$ cat config.mk
export PLATFORM = sky130hd
export DESIGN_NAME = fb_write_arbiter
export DESIGN_NICKNAME = d
export VERILOG_FILES = /design/src/rtl/fb_pkg.sv /design/src/rtl/rr_arbiter.sv /design/src/rtl/fb_write_arbiter.sv
export SDC_FILE = /design/constraint.sdc
export NUM_CORES = 1
export LEC_CHECK = 0
export BUFFER_PORTS_ARGS = -buffer_cell sky130_fd_sc_hd__buf_2
export CAP_MARGIN = 20
export CORE_ASPECT_RATIO = 1.5
export CORE_MARGIN = 4
export CORE_UTILIZATION = 45
export CTS_CLUSTER_SIZE = 30
export DETAILED_ROUTE_END_ITERATION = 10
export GPL_ROUTABILITY_DRIVEN = 0
export HOLD_SLACK_MARGIN = 0.05
export PLACE_DENSITY_LB_ADDON = 0.2
export SYNTH_ARGS = -nofsm -noshare
export SYNTH_HDL_FRONTEND = slang
export SYNTH_SLANG_ARGS = --single-unit
$ cat constraint.sdc
create_clock -name clk50 -period 3.7 [get_ports clk50]
set_clock_uncertainty 0.1 [all_clocks]
set_input_delay 0.74 -clock clk50 [delete_from_list [all_inputs] [get_ports clk50]]
set_output_delay 0.74 -clock clk50 [all_outputs]
set_load 0.05 [all_outputs]
$ cat src/rtl/fb_pkg.sv
// fb_pkg: shared definitions for the framebuffer write-port arbiter.
//   FB_HRES/FB_VRES : default frame geometry (640x480, 1 bpp)
//   FB_COORD_W      : width of x/y coordinates
//   fb_pixel_t      : one pixel write (x, y, colour)
//   arb_state_t     : arbiter mode (IDLE arbitration / CLEAR sweep)
package fb_pkg;

  localparam int unsigned FB_HRES    = 640;
  localparam int unsigned FB_VRES    = 480;
  localparam int unsigned FB_COORD_W = 11;

  typedef struct packed {
    logic [FB_COORD_W-1:0] x;
    logic [FB_COORD_W-1:0] y;
    logic                  color;
  } fb_pixel_t;

  typedef enum logic {
    IDLE  = 1'b0,
    CLEAR = 1'b1
  } arb_state_t;

endpackage

$ cat src/rtl/rr_arbiter.sv
// rr_arbiter: combinational round-robin pick.
//   req_i   : request vector
//   rr_i    : index with highest priority this cycle
//   grant_o : one-hot grant to the first requester at or above rr_i (mod NREQ)
//   idx_o   : encoded index of the granted requester
//   valid_o : any request present
module rr_arbiter #(
  parameter int unsigned NREQ = 4,
  parameter int unsigned PW   = (NREQ > 1) ? $clog2(NREQ) : 1
) (
  input  logic [NREQ-1:0] req_i,
  input  logic [PW-1:0]   rr_i,
  output logic [NREQ-1:0] grant_o,
  output logic [PW-1:0]   idx_o,
  output logic            valid_o
);

  logic [PW-1:0] cand;

  always_comb begin
    grant_o = '0;
    idx_o   = '0;
    valid_o = 1'b0;
    cand    = '0;
    for (int unsigned k = 0; k < NREQ; k++) begin
      cand = PW'((32'(rr_i) + k) % NREQ);
      if (!valid_o && req_i[cand]) begin
        valid_o       = 1'b1;
        grant_o[cand] = 1'b1;
        idx_o         = cand;
      end
    end
  end

endmodule

$ cat src/rtl/fb_write_arbiter.sv
// fb_write_arbiter: owns the framebuffer pixel write port.
//   clk50, reset          : system clock, async active-high reset
//   req/req_x/req_y/req_color : per-client pixel write requests (11-bit packed coords)
//   grant                 : one-hot accept, combinational
//   clear_start/clear_color : start a full-frame fill with the given colour
//   clear_busy/clear_done : fill in progress / final fill pixel issued
//   oob_err               : a granted write was out of frame and dropped
//   fb_x/fb_y/fb_color/fb_write : registered framebuffer write port
module fb_write_arbiter
  import fb_pkg::*;
#(
  parameter int unsigned NREQ = 4,
  parameter int unsigned HRES = FB_HRES,
  parameter int unsigned VRES = FB_VRES
) (
  input  logic                       clk50,
  input  logic                       reset,
  input  logic [NREQ-1:0]            req,
  input  logic [NREQ*FB_COORD_W-1:0] req_x,
  input  logic [NREQ*FB_COORD_W-1:0] req_y,
  input  logic [NREQ-1:0]            req_color,
  output logic [NREQ-1:0]            grant,
  input  logic                       clear_start,
  input  logic                       clear_color,
  output logic                       clear_busy,
  output logic                       clear_done,
  output logic                       oob_err,
  output logic [FB_COORD_W-1:0]      fb_x,
  output logic [FB_COORD_W-1:0]      fb_y,
  output logic                       fb_color,
  output logic                       fb_write
);

  localparam int unsigned PW = (NREQ > 1) ? $clog2(NREQ) : 1;
  localparam logic [FB_COORD_W-1:0] X_LAST = FB_COORD_W'(HRES - 1);
  localparam logic [FB_COORD_W-1:0] Y_LAST = FB_COORD_W'(VRES - 1);

  arb_state_t            state_q, state_d;
  logic [PW-1:0]         rr_q, rr_d;
  logic [FB_COORD_W-1:0] cx_q, cx_d, cy_q, cy_d;
  logic                  ccol_q, ccol_d;
  fb_pixel_t             pix_q, pix_d;
  logic                  wr_q, wr_d;
  logic                  done_q, done_d;
  logic                  oob_q, oob_d;
  logic                  busy_q, busy_d;

  logic [NREQ-1:0]       arb_grant;
  logic [PW-1:0]         arb_idx;
  logic                  arb_valid;

  rr_arbiter #(
    .NREQ (NREQ),
    .PW   (PW)
  ) u_rr (
    .req_i   (req),
    .rr_i    (rr_q),
    .grant_o (arb_grant),
    .idx_o   (arb_idx),
    .valid_o (arb_valid)
  );

  always_comb begin
    state_d = state_q;
    rr_d    = rr_q;
    cx_d    = cx_q;
    cy_d    = cy_q;
    ccol_d  = ccol_q;
    pix_d   = pix_q;
    wr_d    = 1'b0;
    done_d  = 1'b0;
    oob_d   = 1'b0;
    grant   = '0;
    case (state_q)
      IDLE: begin
        if (clear_start) begin
          state_d = CLEAR;
          ccol_d  = clear_color;
          cx_d    = '0;
          cy_d    = '0;
        end else if (arb_valid) begin
          grant       = arb_grant;
          pix_d.x     = req_x[32'(arb_idx)*FB_COORD_W +: FB_COORD_W];
          pix_d.y     = req_y[32'(arb_idx)*FB_COORD_W +: FB_COORD_W];
          pix_d.color = req_color[arb_idx];
          // Out-of-frame writes are still accepted so the client moves on.
          if (pix_d.x > X_LAST || pix_d.y > Y_LAST) begin
            oob_d = 1'b1;
          end else begin
            wr_d = 1'b1;
          end
          rr_d = (arb_idx == PW'(NREQ - 1)) ? '0 : arb_idx + PW'(1);
        end
      end
      CLEAR: begin
        pix_d.x     = cx_q;
        pix_d.y     = cy_q;
        pix_d.color = ccol_q;
        wr_d        = 1'b1;
        if (cx_q == X_LAST) begin
          cx_d = '0;
          if (cy_q == Y_LAST) begin
            cy_d    = '0;
            state_d = IDLE;
            done_d  = 1'b1;
          end else begin
            cy_d = cy_q + FB_COORD_W'(1);
          end
        end else begin
          cx_d = cx_q + FB_COORD_W'(1);
        end
      end
      default: state_d = IDLE;
    endcase
    // Busy is registered so it also covers the cycle the last fill pixel lands.
    busy_d = (state_q == CLEAR) || (state_d == CLEAR);
  end

  always_ff @(posedge clk50 or posedge reset) begin
    if (reset) begin
      state_q <= IDLE;
      rr_q    <= '0;
      cx_q    <= '0;
      cy_q    <= '0;
      ccol_q  <= 1'b0;
      pix_q   <= '0;
      wr_q    <= 1'b0;
      done_q  <= 1'b0;
      oob_q   <= 1'b0;
      busy_q  <= 1'b0;
    end else begin
      state_q <= state_d;
      rr_q    <= rr_d;
      cx_q    <= cx_d;
      cy_q    <= cy_d;
      ccol_q  <= ccol_d;
      pix_q   <= pix_d;
      wr_q    <= wr_d;
      done_q  <= done_d;
      oob_q   <= oob_d;
      busy_q  <= busy_d;
    end
  end

  assign fb_x       = pix_q.x;
  assign fb_y       = pix_q.y;
  assign fb_color   = pix_q.color;
  assign fb_write   = wr_q;
  assign clear_done = done_q;
  assign oob_err    = oob_q;
  assign clear_busy = busy_q;

endmodule

==> results.json <==
{
  "critical_path_class": "reg2out",
  "hold_violations": 0,
  "cts_setup_buffers": 0,
  "critical_path.cell_chain": "inv_1 -> ha_1 -> buf_4 -> nor2b_1 -> nand4_1 -> o31a_1 -> o21ai_1 -> a221oi_1 -> nor2_2 -> buf_2",
  "cts_resized": 0,
  "status": "finished clean",
  "start_util_pct": 45.8,
  "synthesis.instances": 531,
  "ios": 131,
  "rows": 42,
  "hold_path_depth": 1,
  "stdcell_count": 771,
  "finalSetupTns_ns": 0,
  "fin_crit_sh_pct": 94.9,
  "synth_top_flop_cell": "dfrtp_1",
  "clock_sinks": 53,
  "min_period_ns": 3.51,
  "grt_overflow": 0,
  "placed_cells": 762,
  "wl_met2_um": 6230,
  "cp_max_fo": 11,
  "power_mw": 2.72,
  "vdd_ir_drop_max_mv": 0.305,
  "powerDensity_nw_per_um2": 542,
  "maxSlewHeadroom_pct": 46.3,
  "fp.dieArea_um2": 10500,
  "routed_wl_um": 12400,
  "drtAntennaViolNets": 0,
  "maxSlewViolCount": 0,
  "rsz0062_at_grt": "false",
  "critPathSlowestCell": "dfrtp_1",
  "syn_avg_cell_area_um2": 7.58,
  "cts_buffer_depth": 2,
  "synthArstFlopShare_pct": 100,
  "dieWidth_um": 85.2,
  "htree_num_levels": 2,
  "ys_seq_area_share_pct": 33.0,
  "start_kind": "flip-flop",
  "n_fill_cell": 817,
  "antenna_found_initial": 0,
  "dr_wl_met3_um": 820,
  "diodes": 0,
  "yosysMostFrequentCell": "nand2_1",
  "synthTopCellsByArea": "dfrtp_1, nand2_1, o21ai_0, nand3_1, nor2_1",
  "ctsHoldBuffers": 0,
  "core_um2": 8780,
  "synth_top_area_share_pct": 33.0,
  "gr-usage-all-layers_pct": 22.9,
  "highest_layer": "met4",
  "numPortBuffers": 130,
  "drv_cap": 0,
  "tightestPinTransition_ns": 0.805,
  "worstPathRequired_ns": 2.86,
  "grt_pass1_vias": 4143,
  "rr_worst_depth": 10,
  "root_buffer": "clkbuf_16",
  "clk_latency_ns": 0.29,
  "fp.dieH_um": 124,
  "num_vias": 4444,
  "worst_setup_path_end_kind": "output port",
  "drcViolationCount": 0,
  "synthToLayoutAreaGrowth_pct": 24.8,
  "cts.clk_slew.worst_paths_ns": 0.06,
  "via_per_inst": 5.76,
  "synth_top_area_cell": "dfrtp_1",
  "numCtsBuffers": 5,
  "dp_hpwl_um": 9700,
  "drive_gt1_share_pct": 27.7,
  "synth_warnings": 0,
  "hp-class": "reg2reg",
  "ys_types": 55,
  "first_iter_violations": 330,
  "p_leak_nw": 2.38,
  "max_stage_delay_ns": 0.44,
  "ys_ff_latch": 53,
  "synth_common_cells": "nand2_1, dfrtp_1, o21ai_0",
  "final_util_pct": 57.2,
  "clock.fmax_mhz": 285,
  "grt_pass1_wl_um": 19800,
  "syn_nets": 641,
  "nNetsFinal": 770,
  "drt-pass1-iter-count": 5,
  "synth_area_um2": 4020,
  "synth-edff-count": 0,
  "tritoncts": "done",
  "routedWlPerCell_um": 16.1,
  "grt_max_degree": 41,
  "arrival_ns": 2.67,
  "wl_met1_um": 5090,
  "finalSetupViolCount": 0
}
[metrics by stage]
| step | hold WS (ns) | area (µm²) | setup WS [ns] |
|---|---|---|---|
| 2_1_floorplan | 0.346 | 4030 | 0.0539 |
| 6_report | 0.415 | 5020 | 0.187 |
| 5_1_grt | 0.449 | 5020 | 0.0127 |
| 4_1_cts | 0.416 | 5010 | 0.0208 |
| 3_5_place_dp | 0.406 | 4870 | 0.104 |
| 3_3_place_gp | 0.405 | 4870 | 0.145 |
[state kept, by name (all words and copies together) (netlist names), 2 cells and up]
| register | cells |
|---|---|
| cx_q | 11 |
| cy_q | 11 |
| fb_x | 11 |
| fb_y | 11 |
| rr_q | 2 |
[power by group]
part | switching, mW | internal, mW | total [mW] | leakage, nW
Clock | 0.200 | 0.251 | 0.451 | 0.0631
Sequential | 0.107 | 0.691 | 0.798 | 0.621
Combinational | 0.932 | 0.540 | 1.47 | 1.70
Total | 1.24 | 1.48 | 2.72 | 2.38
[cells in the final DEF, fill, tap and decap left out, drive strengths merged, types with 2 or more instances in the layout]
| cell type | synthesis | layout |
|---|---|---|
| a211o | 5 | 5 |
| a211oi | 4 | 4 |
| a21oi | 12 | 12 |
| a221oi | 10 | 10 |
| a22oi | 5 | 5 |
| a31oi | 19 | 19 |
| a32oi | 2 | 2 |
| and2 | 14 | 14 |
| and3 | 15 | 15 |
| buf | 4 | 159 |
| clkbuf | 33 | 6 |
| clkinvlp | 0 | 2 |
| dfrtp | 53 | 53 |
| ha | 10 | 10 |
| inv | 8 | 8 |
| mux2 | 7 | 7 |
| mux2i | 6 | 6 |
| mux4 | 3 | 3 |
| nand2 | 125 | 125 |
| nand2b | 9 | 9 |
| nand3 | 42 | 42 |
| nand4 | 4 | 4 |
| nor2 | 38 | 38 |
| nor2b | 5 | 5 |
| nor3 | 2 | 2 |
| nor4 | 3 | 3 |
| o211ai | 3 | 3 |
| o21ai | 50 | 50 |
| o221ai | 7 | 7 |
| o31a | 2 | 2 |
| o31ai | 6 | 6 |
| o41ai | 2 | 2 |
| or2 | 3 | 3 |
| or3 | 2 | 2 |
| xnor2 | 3 | 3 |
| xor2 | 2 | 2 |
[critical path: cells and delay by family, from the launching register on]
kind            cells  cell delay, ns
buf+inv             3            0.53
simple gates        3            0.52
fa+ha+maj           1            0.32
flops               1            0.44
compound gates      3            0.57
[routing by layer]
metal / global-route usage (%) / up-vias
met5: 0 / -
met1: 29.0 / 2077
li1: - / 2167
met2: 39.9 / 174
met4: 8.71 / 0
met3: 2.78 / 26
[path summary, 6_finish.rpt]
| kind | startpoint | end | slack (ns) |
|---|---|---|---|
| worst max register to register | rr_q[0]$_DFFE_PP0P_ | fb_write$_DFF_PP0_ | 0.20 |
| worst max-delay path | rr_q[0]$_DFFE_PP0P_ | grant[1] | 0.19 |
| worst min-delay path | cy_q[10]$_DFFE_PP0P_ | cy_q[10]$_DFFE_PP0P_ | 0.41 |
| max in group asynchronous | reset | cx_q[8]$_DFFE_PP0P_ | 2.37 |
| min in group asynchronous | reset | cy_q[0]$_DFFE_PP0P_ | 0.50 |
| worst min register to register | cy_q[10]$_DFFE_PP0P_ | cy_q[10]$_DFFE_PP0P_ | 0.41 |
[layout make-up]
class	count	area, µm²	share of cell area [%]
repair buffers	159	868	17.3
clock inverters	2	15.0	0.299
clock buffers	6	129	2.57
multi-input cells	433	2510	50.1
flip-flops and latches	53	1330	26.4
inverters	8	30.0	0.598
well taps	110	138	2.74
[cells by family (layout without fill, tap and decap cells)]
kind of cell             count (synthesis)  count (layout)  synth area share [%]
XOR/XNOR                                 5               5                  1.09
flip-flops                              53              53                  33.0
multiplexers                            16              16                  5.13
adder cells (fa/ha/maj)                 10              10                  3.11
AND/OR/NAND/NOR                        265             265                  30.1
AO/OA/AOI/OAI                          137             137                  22.8
buffers and inverters                   45             175                  4.79
Power figures use the tool's default switching activity.
